**src/rtl/alu_seq_if.sv**
```systemverilog
// alu_seq_if: operand-issue and result-writeback valid/ready bundle for alu_seq.
interface alu_seq_if #(parameter int WIDTH = 16);
   logic             in_valid, in_ready, out_valid, out_ready;
   logic             carry, zero, div_by_zero;
   logic [WIDTH-1:0] a, b, result;
   logic [3:0]       op;
   modport master (output in_valid, a, b, op, out_ready,
                   input  in_ready, out_valid, result, carry, zero, div_by_zero);
   modport slave  (input  in_valid, a, b, op, out_ready,
                   output in_ready, out_valid, result, carry, zero, div_by_zero);
endinterface

```
**src/rtl/alu_seq.sv**
```systemverilog
// alu_seq: handshaked ALU; single-cycle ops plus iterative shift-add multiply and restoring divide.
module alu_seq #(parameter int WIDTH = 16) (
   input logic     clk,
   input logic     reset,
   alu_seq_if.slave bus
);
   typedef enum logic [1:0] {IDLE, MUL, DIV, DONE} state_t;
   localparam int CW = $clog2(WIDTH) + 1;
   state_t             state_q;
   logic [CW-1:0]      cnt_q;
   logic [WIDTH-1:0]   opd_q, res_q, res_d;
   logic [2*WIDTH-1:0] acc_q, acc_d;
   logic               carry_q, zero_q, dbz_q, carry_d, dbz_d;
   logic [WIDTH:0]     sum, dif, mul_sum, div_trial, div_dif;
   // acc holds {partial product, remaining multiplier} or {remainder, dividend/quotient}
   always_comb begin
      sum = {1'b0, bus.a} + {1'b0, bus.b};
      dif = {1'b0, bus.a} - {1'b0, bus.b};
      res_d = '0;
      carry_d = 1'b0;
      dbz_d = 1'b0;
      case (bus.op)
         4'd0: {carry_d, res_d} = sum;
         4'd1: {carry_d, res_d} = dif;
         4'd3: begin res_d = '1; dbz_d = 1'b1; end
         4'd4: {carry_d, res_d} = {bus.b, 1'b0};
         4'd5: {res_d, carry_d} = {1'b0, bus.b};
         4'd6: res_d = {bus.b[WIDTH-2:0], bus.b[WIDTH-1]};
         4'd7: res_d = {bus.b[0], bus.b[WIDTH-1:1]};
         4'd8: res_d = bus.a & bus.b;
         4'd9: res_d = bus.a | bus.b;
         4'd10: res_d = bus.a ^ bus.b;
         4'd11: res_d = ~(bus.a | bus.b);
         4'd12: res_d = ~(bus.a & bus.b);
         4'd13: res_d = ~(bus.a ^ bus.b);
         4'd14: res_d = WIDTH'(bus.a > bus.b);
         4'd15: res_d = WIDTH'(bus.a == bus.b);
         default: res_d = '0;
      endcase
      mul_sum = {1'b0, acc_q[2*WIDTH-1:WIDTH]} + (acc_q[0] ? {1'b0, opd_q} : '0);
      div_trial = {acc_q[2*WIDTH-1:WIDTH], acc_q[WIDTH-1]};
      div_dif = div_trial - {1'b0, opd_q};
      acc_d = state_q == MUL ? {mul_sum, acc_q[WIDTH-1:1]}
            : div_dif[WIDTH] ? {div_trial[WIDTH-1:0], acc_q[WIDTH-2:0], 1'b0}
            : {div_dif[WIDTH-1:0], acc_q[WIDTH-2:0], 1'b1};
   end
   always_ff @(posedge clk or posedge reset) begin
      if (reset) begin
         state_q <= IDLE;
         cnt_q   <= '0;
         opd_q   <= '0;
         acc_q   <= '0;
         res_q   <= '0;
         carry_q <= 1'b0;
         zero_q  <= 1'b0;
         dbz_q   <= 1'b0;
      end else begin
         case (state_q)
            IDLE: if (bus.in_valid) begin
               cnt_q <= '0;
               opd_q <= bus.op == 4'd2 ? bus.a : bus.b;
               acc_q <= {{WIDTH{1'b0}}, bus.op == 4'd2 ? bus.b : bus.a};
               if (bus.op == 4'd2) state_q <= MUL;
               else if (bus.op == 4'd3 && bus.b != '0) state_q <= DIV;
               else begin
                  state_q <= DONE;
                  res_q   <= res_d;
                  carry_q <= carry_d;
                  zero_q  <= res_d == '0;
                  dbz_q   <= dbz_d;
               end
            end
            MUL, DIV: begin
               acc_q <= acc_d;
               cnt_q <= cnt_q + 1'b1;
               if (cnt_q == CW'(WIDTH - 1)) begin
                  state_q <= DONE;
                  res_q   <= acc_d[WIDTH-1:0];
                  carry_q <= state_q == MUL && |acc_d[2*WIDTH-1:WIDTH];
                  zero_q  <= acc_d[WIDTH-1:0] == '0;
                  dbz_q   <= 1'b0;
               end
            end
            DONE: if (bus.out_ready) state_q <= IDLE;
            default: state_q <= IDLE;
         endcase
      end
   end
   assign bus.in_ready    = state_q == IDLE;
   assign bus.out_valid   = state_q == DONE;
   assign bus.result      = res_q;
   assign bus.carry       = carry_q;
   assign bus.zero        = zero_q;
   assign bus.div_by_zero = dbz_q;
endmodule

```
**src/flat_wrapper.sv**
```systemverilog
// flat-port wrapper written by rule: the top's interface ports become plain ports
module alu_seq_flat 
#(parameter int WIDTH = 16)
  (clk, reset, bus_in_valid, bus_a, bus_b, bus_op, bus_out_ready, bus_in_ready, bus_out_valid, bus_result, bus_carry, bus_zero, bus_div_by_zero);
  alu_seq_if #(.WIDTH(WIDTH)) bus_i ();
  input logic clk;
  input logic reset;
  input wire logic [$bits(bus_i.in_valid)-1:0] bus_in_valid;
  input wire logic [$bits(bus_i.a)-1:0] bus_a;
  input wire logic [$bits(bus_i.b)-1:0] bus_b;
  input wire logic [$bits(bus_i.op)-1:0] bus_op;
  input wire logic [$bits(bus_i.out_ready)-1:0] bus_out_ready;
  output wire logic [$bits(bus_i.in_ready)-1:0] bus_in_ready;
  output wire logic [$bits(bus_i.out_valid)-1:0] bus_out_valid;
  output wire logic [$bits(bus_i.result)-1:0] bus_result;
  output wire logic [$bits(bus_i.carry)-1:0] bus_carry;
  output wire logic [$bits(bus_i.zero)-1:0] bus_zero;
  output wire logic [$bits(bus_i.div_by_zero)-1:0] bus_div_by_zero;
  assign bus_i.in_valid = bus_in_valid;
  assign bus_i.a = bus_a;
  assign bus_i.b = bus_b;
  assign bus_i.op = bus_op;
  assign bus_i.out_ready = bus_out_ready;
  assign bus_in_ready = bus_i.in_ready;
  assign bus_out_valid = bus_i.out_valid;
  assign bus_result = bus_i.result;
  assign bus_carry = bus_i.carry;
  assign bus_zero = bus_i.zero;
  assign bus_div_by_zero = bus_i.div_by_zero;
  alu_seq #(.WIDTH(WIDTH)) u_core (.clk(clk), .reset(reset), .bus(bus_i));
endmodule
```
**config.mk**
```make
export PLATFORM = sky130hd
export DESIGN_NAME = alu_seq_flat
export DESIGN_NICKNAME = d
export VERILOG_FILES = /design/src/rtl/alu_seq_if.sv /design/src/rtl/alu_seq.sv /design/src/flat_wrapper.sv
export SDC_FILE = /design/constraint.sdc
export NUM_CORES = 1
export LEC_CHECK = 0
export CAP_MARGIN = 20
export CORE_ASPECT_RATIO = 0.8
export CORE_MARGIN = 2
export CORE_UTILIZATION = 45
export DETAILED_ROUTE_END_ITERATION = 8
export DONT_BUFFER_PORTS = 1
export GPL_TIMING_DRIVEN = 0
export HOLD_SLACK_MARGIN = 0.12
export PLACE_DENSITY = 0.59
export SYNTH_ARGS = -nofsm -noshare
export SYNTH_HDL_FRONTEND = slang
export SYNTH_SLANG_ARGS = --single-unit
```
**constraint.sdc**
```tcl
create_clock -name clk -period 8.36 [get_ports clk]
set_input_delay 2.09 -clock clk [delete_from_list [all_inputs] [get_ports clk]]
set_output_delay 2.09 -clock clk [all_outputs]
set_load 0.03 [all_outputs]
```
==> summary.md, run 1 <==
| Metric | Value |
|---|---|
| Fin. Hold Viols | 0 |
| Clock root buffer | clkbuf_16 |
| Critical path startpoint category | input port |
| Post-synth EDFFs | 0 |
| Clock buffer depth | 2 |
| DRT Wirelength | 36.73 mm |
| Path length in cells of the critical path | 11 |
| Setup_tns | 0 ns |
| First-pass DRT Iterations | 5 |
| FF-to-FF End | u_core.bus.carry |
| Maximum VDD drop | 0.3401 mV |
| Min Clock Period, post-route | 5.379 ns |
| RSZ-0062 raised after global routing | false |
| Finish-stage setup viols | 0 |
| #FFs+latches synth | 74 |
| Core Area | 20760 µm² |
| HPWL after DPL | 29.49 mm |
| Worst Path Required | 8.56 ns |
| Share of Yosys cell area claimed by the top area cell type | 19.41% |
| Post-synth ARST share | 100.0% |
| Max-cap check violation count | 0 |
| Power Density | 370.5 nW/µm² |
| # rows | 47 |
| Worst setup path end | u_core.bus.carry |
| Syn Nets | 1414 |
| Worst skew pair latency | 0.35 ns |
| Htree depth | 3 |
| Clock skew after layout | 0.008434 ns |
| Synth Cell Area | 9542 µm² |
| CP max-delay cell | nor4_1 |
| Worst-Margin Slew | 1.050 ns |
| Initial antenna violation count | 0 |
| Total gr overflow | 0 |
| # resized after CTS | 0 |
| Final nets | 1428 |
| Outcome | complete, no violations |
| WP buf/inv | 0 |
| HP Start | u_core.cnt_q[4] |
| Sequential standard cell area | 1852 µm² |
| TritonCTS Buffers | 9 |
| Reg clk slew, reported paths | 0.07 ns |
| Port Buf Inserts | 0 |
| Area of the multi-input gates | 7038 µm² |
| Cell taking the most area after synthesis | dfrtp_1 |
| Arr. time, crit path | 5.58 ns |
| Final ANT Viol Nets | 0 |
| Maximum clock rate | 185.9 MHz |
| Final period util | 64.35% |
| First-pass GRT wire length | 56.07 mm |
| Avg Cell Area, Syn | 7.449 µm² |
| Layout cells sized above 1 | 4.769% |
| Worst Setup SP | bus_b[0] |
| Chip height | 134.2 µm |
| Delay-heaviest family, CP | compound AO/OA/AOI/OAI gates |
| Worst r2r path cells | 13 |
| CP max stage delay | 0.58 ns |
| Post-CTS Setup Bufs | 0 |
| Largest net degree at the start of global routing | 70 |
| Synth Instances | 1281 |
| Seq/Total Area, Yosys | 19.41% |
| Synth cell count leaders | nand2_1 (127), o21ai_0 (100), ha_1 (89), nor2_1 (89), a21oi_1 (88) |
| Starting DRT DRC Count | 1246 |
| Pre-CTS worst setup slack | 2.814 ns |
| Initial core utilization | 45.96% |
| Crit-path cells | ha_1 > fa_1 > a211oi_1 > o21a_1 > o211ai_1 > a21oi_1 > o211ai_1 > o2111ai_1 > or3b_2 > nor4_1 > a21oi_1 |
| Antenna cells | 0 |
| Clk sink count | 74 |
| DR WL/cell | 23.41 µm |
| Worst Hold Class | flip-flop to flip-flop |
| Worst reg2reg path startpoint | u_core.acc_q[15] |
| Reg-to-reg slack, setup | 3.97 ns |
| Crit Path Category | input port to flip-flop |
| DR DRC count | 0 |
| Final Worst Setup Slack | 2.981 ns |
| Synth top area cells | dfrtp_1 (19%), ha_1 (12%), o21ai_0 (5.2%) |
| Most numerous cell in the Yosys netlist | nand2_1 |
| # IOs | 61 |
| Leakage | 4.293 nW |
| Filler Cells Inserted | 2106 |
| Yosys cell types | 81 |
| Placer Congestion | 1.013 |
| Hold buffer count at cts | 0 |
| Via density | 6.563 |
| GRT Overall Usage | 32.39% |
| DR vias | 10300 |
| Die area | 22390 µm² |
| Synth warnings | 0 |
| Setup crit end kind | flip-flop |
| Slew HR | 29.07% |
| Die W | 166.8 µm |
| Synth Flop Type | dfrtp_1 |
| Worst-path maximum fanout | 7 |
| Post-layout util | 49.31% |
| Vias in the first global route | 9454 |
| Area delta synth->final | 7.278% |
| CTS tree | built |
| Fin. max-slew vios | 0 |
routing by layer:
metal  track usage [%]  wire (µm)  part of all wire [%]  vias up
met5                 0          0                     0        -
met4             6.034        602                   1.6        0
met3             13.54       5518                    15       52
met2             44.63      14140                    39      583
met1             47.11      16460                    45     4883
li1                  -          -                     -     4779
flip-flops by register name, indices dropped and copies added (netlist names):
| signal | count |
|---|---|
| u_core.acc_q | 32 |
| u_core.bus.result | 16 |
| u_core.opd_q | 16 |
| u_core.bus.zero | 1 |
| u_core.bus.carry | 1 |
| u_core.state_q | 2 |
| u_core.cnt_q | 5 |
| u_core.bus.div_by_zero | 1 |
layout by cell type (no fill, tap or decap), drive strengths merged, types with 35 or more instances in the layout:
cell    netlist  final
inv          84     88
nand3        35     35
mux2i        36     36
a21oi        89     89
o21ai       106    106
dfrtp        74     74
clkbuf       61     70
nor3         35     35
ha           89     89
nor2         89     89
nand2       128    128
power breakdown:
group,internal (mW),leakage (nW),switching (mW)
Combinational,0.930,3.24,1.69
Sequential,0.534,0.908,0.224
Clock,0.237,0.149,0.178
worst min path at each step:
stage / cells after the start / slack (ns) / to
after floorplan: 2 / 0.45 / u_core.cnt_q[4]
after global placement: 2 / 0.47 / u_core.cnt_q[4]
after detailed placement: 2 / 0.47 / u_core.cnt_q[4]
after CTS: 2 / 0.49 / u_core.cnt_q[4]
after global routing: 2 / 0.54 / u_core.cnt_q[4]
final: 2 / 0.48 / u_core.cnt_q[4]
stage by stage:
stage / hold slack [ns] / instance area (µm²) / instances / total power, mW
2_1_floorplan: 0.4498 / 9542 / 1281 / 2.584
3_3_place_gp: 0.4670 / 9878 / 1550 / 3.266
3_5_place_dp: 0.4711 / 9927 / 1553 / 3.297
4_1_cts: 0.4858 / 10240 / 1569 / 3.722
5_1_grt: 0.5378 / 10240 / 1569 / 4.105
6_report: 0.4823 / 10240 / 1569 / 3.793
tightest hold or removal path, cell delays in order (launching register included):
cell	delay [ns]
dfrtp_1	0.34
nand2_1	0.04
o21ai_0	0.06
cell type report:
| cell class | count | area share, % |
|---|---|---|
| buffer | 83 | 3.349 |
| multi-input combinational | 1040 | 68.76 |
| tap | 269 | 3.288 |
| timing repair buffer | 3 | 0.3911 |
| sequential | 74 | 18.09 |
| inverter | 84 | 3.105 |
| clock inverter | 7 | 0.8190 |
| clock buffer | 9 | 2.200 |
cells by family after synthesis:
kind of cell	share of synthesized area, %
xor gates and xnor gates	3.029
adders and majority gates	12.51
buffers and inverters	6.897
AOI/OAI and AO/OA	29.94
DFF	19.41
and+or+nand+nor	23.73
muxes	4.485
No activity file was read; power rests on OpenSTA's default activity.
==> run 2, diff against run 1 <==
clock period = 5.1 ns   (was 8.36 ns; I/O delays follow)
==> results of run 2 <==
The final DEF is identical to that of run 1. Status: complete, no violations.
Among the figures that moved: setup slack after placement 2.814 ns -> 0.3692 ns; setup slack after layout 2.981 ns -> 0.5356 ns; register-to-register setup slack 3.97 ns -> 0.71 ns; total power 3.793 mW -> 6.217 mW; worst IR drop on VDD 0.3401 mV -> 0.5575 mV
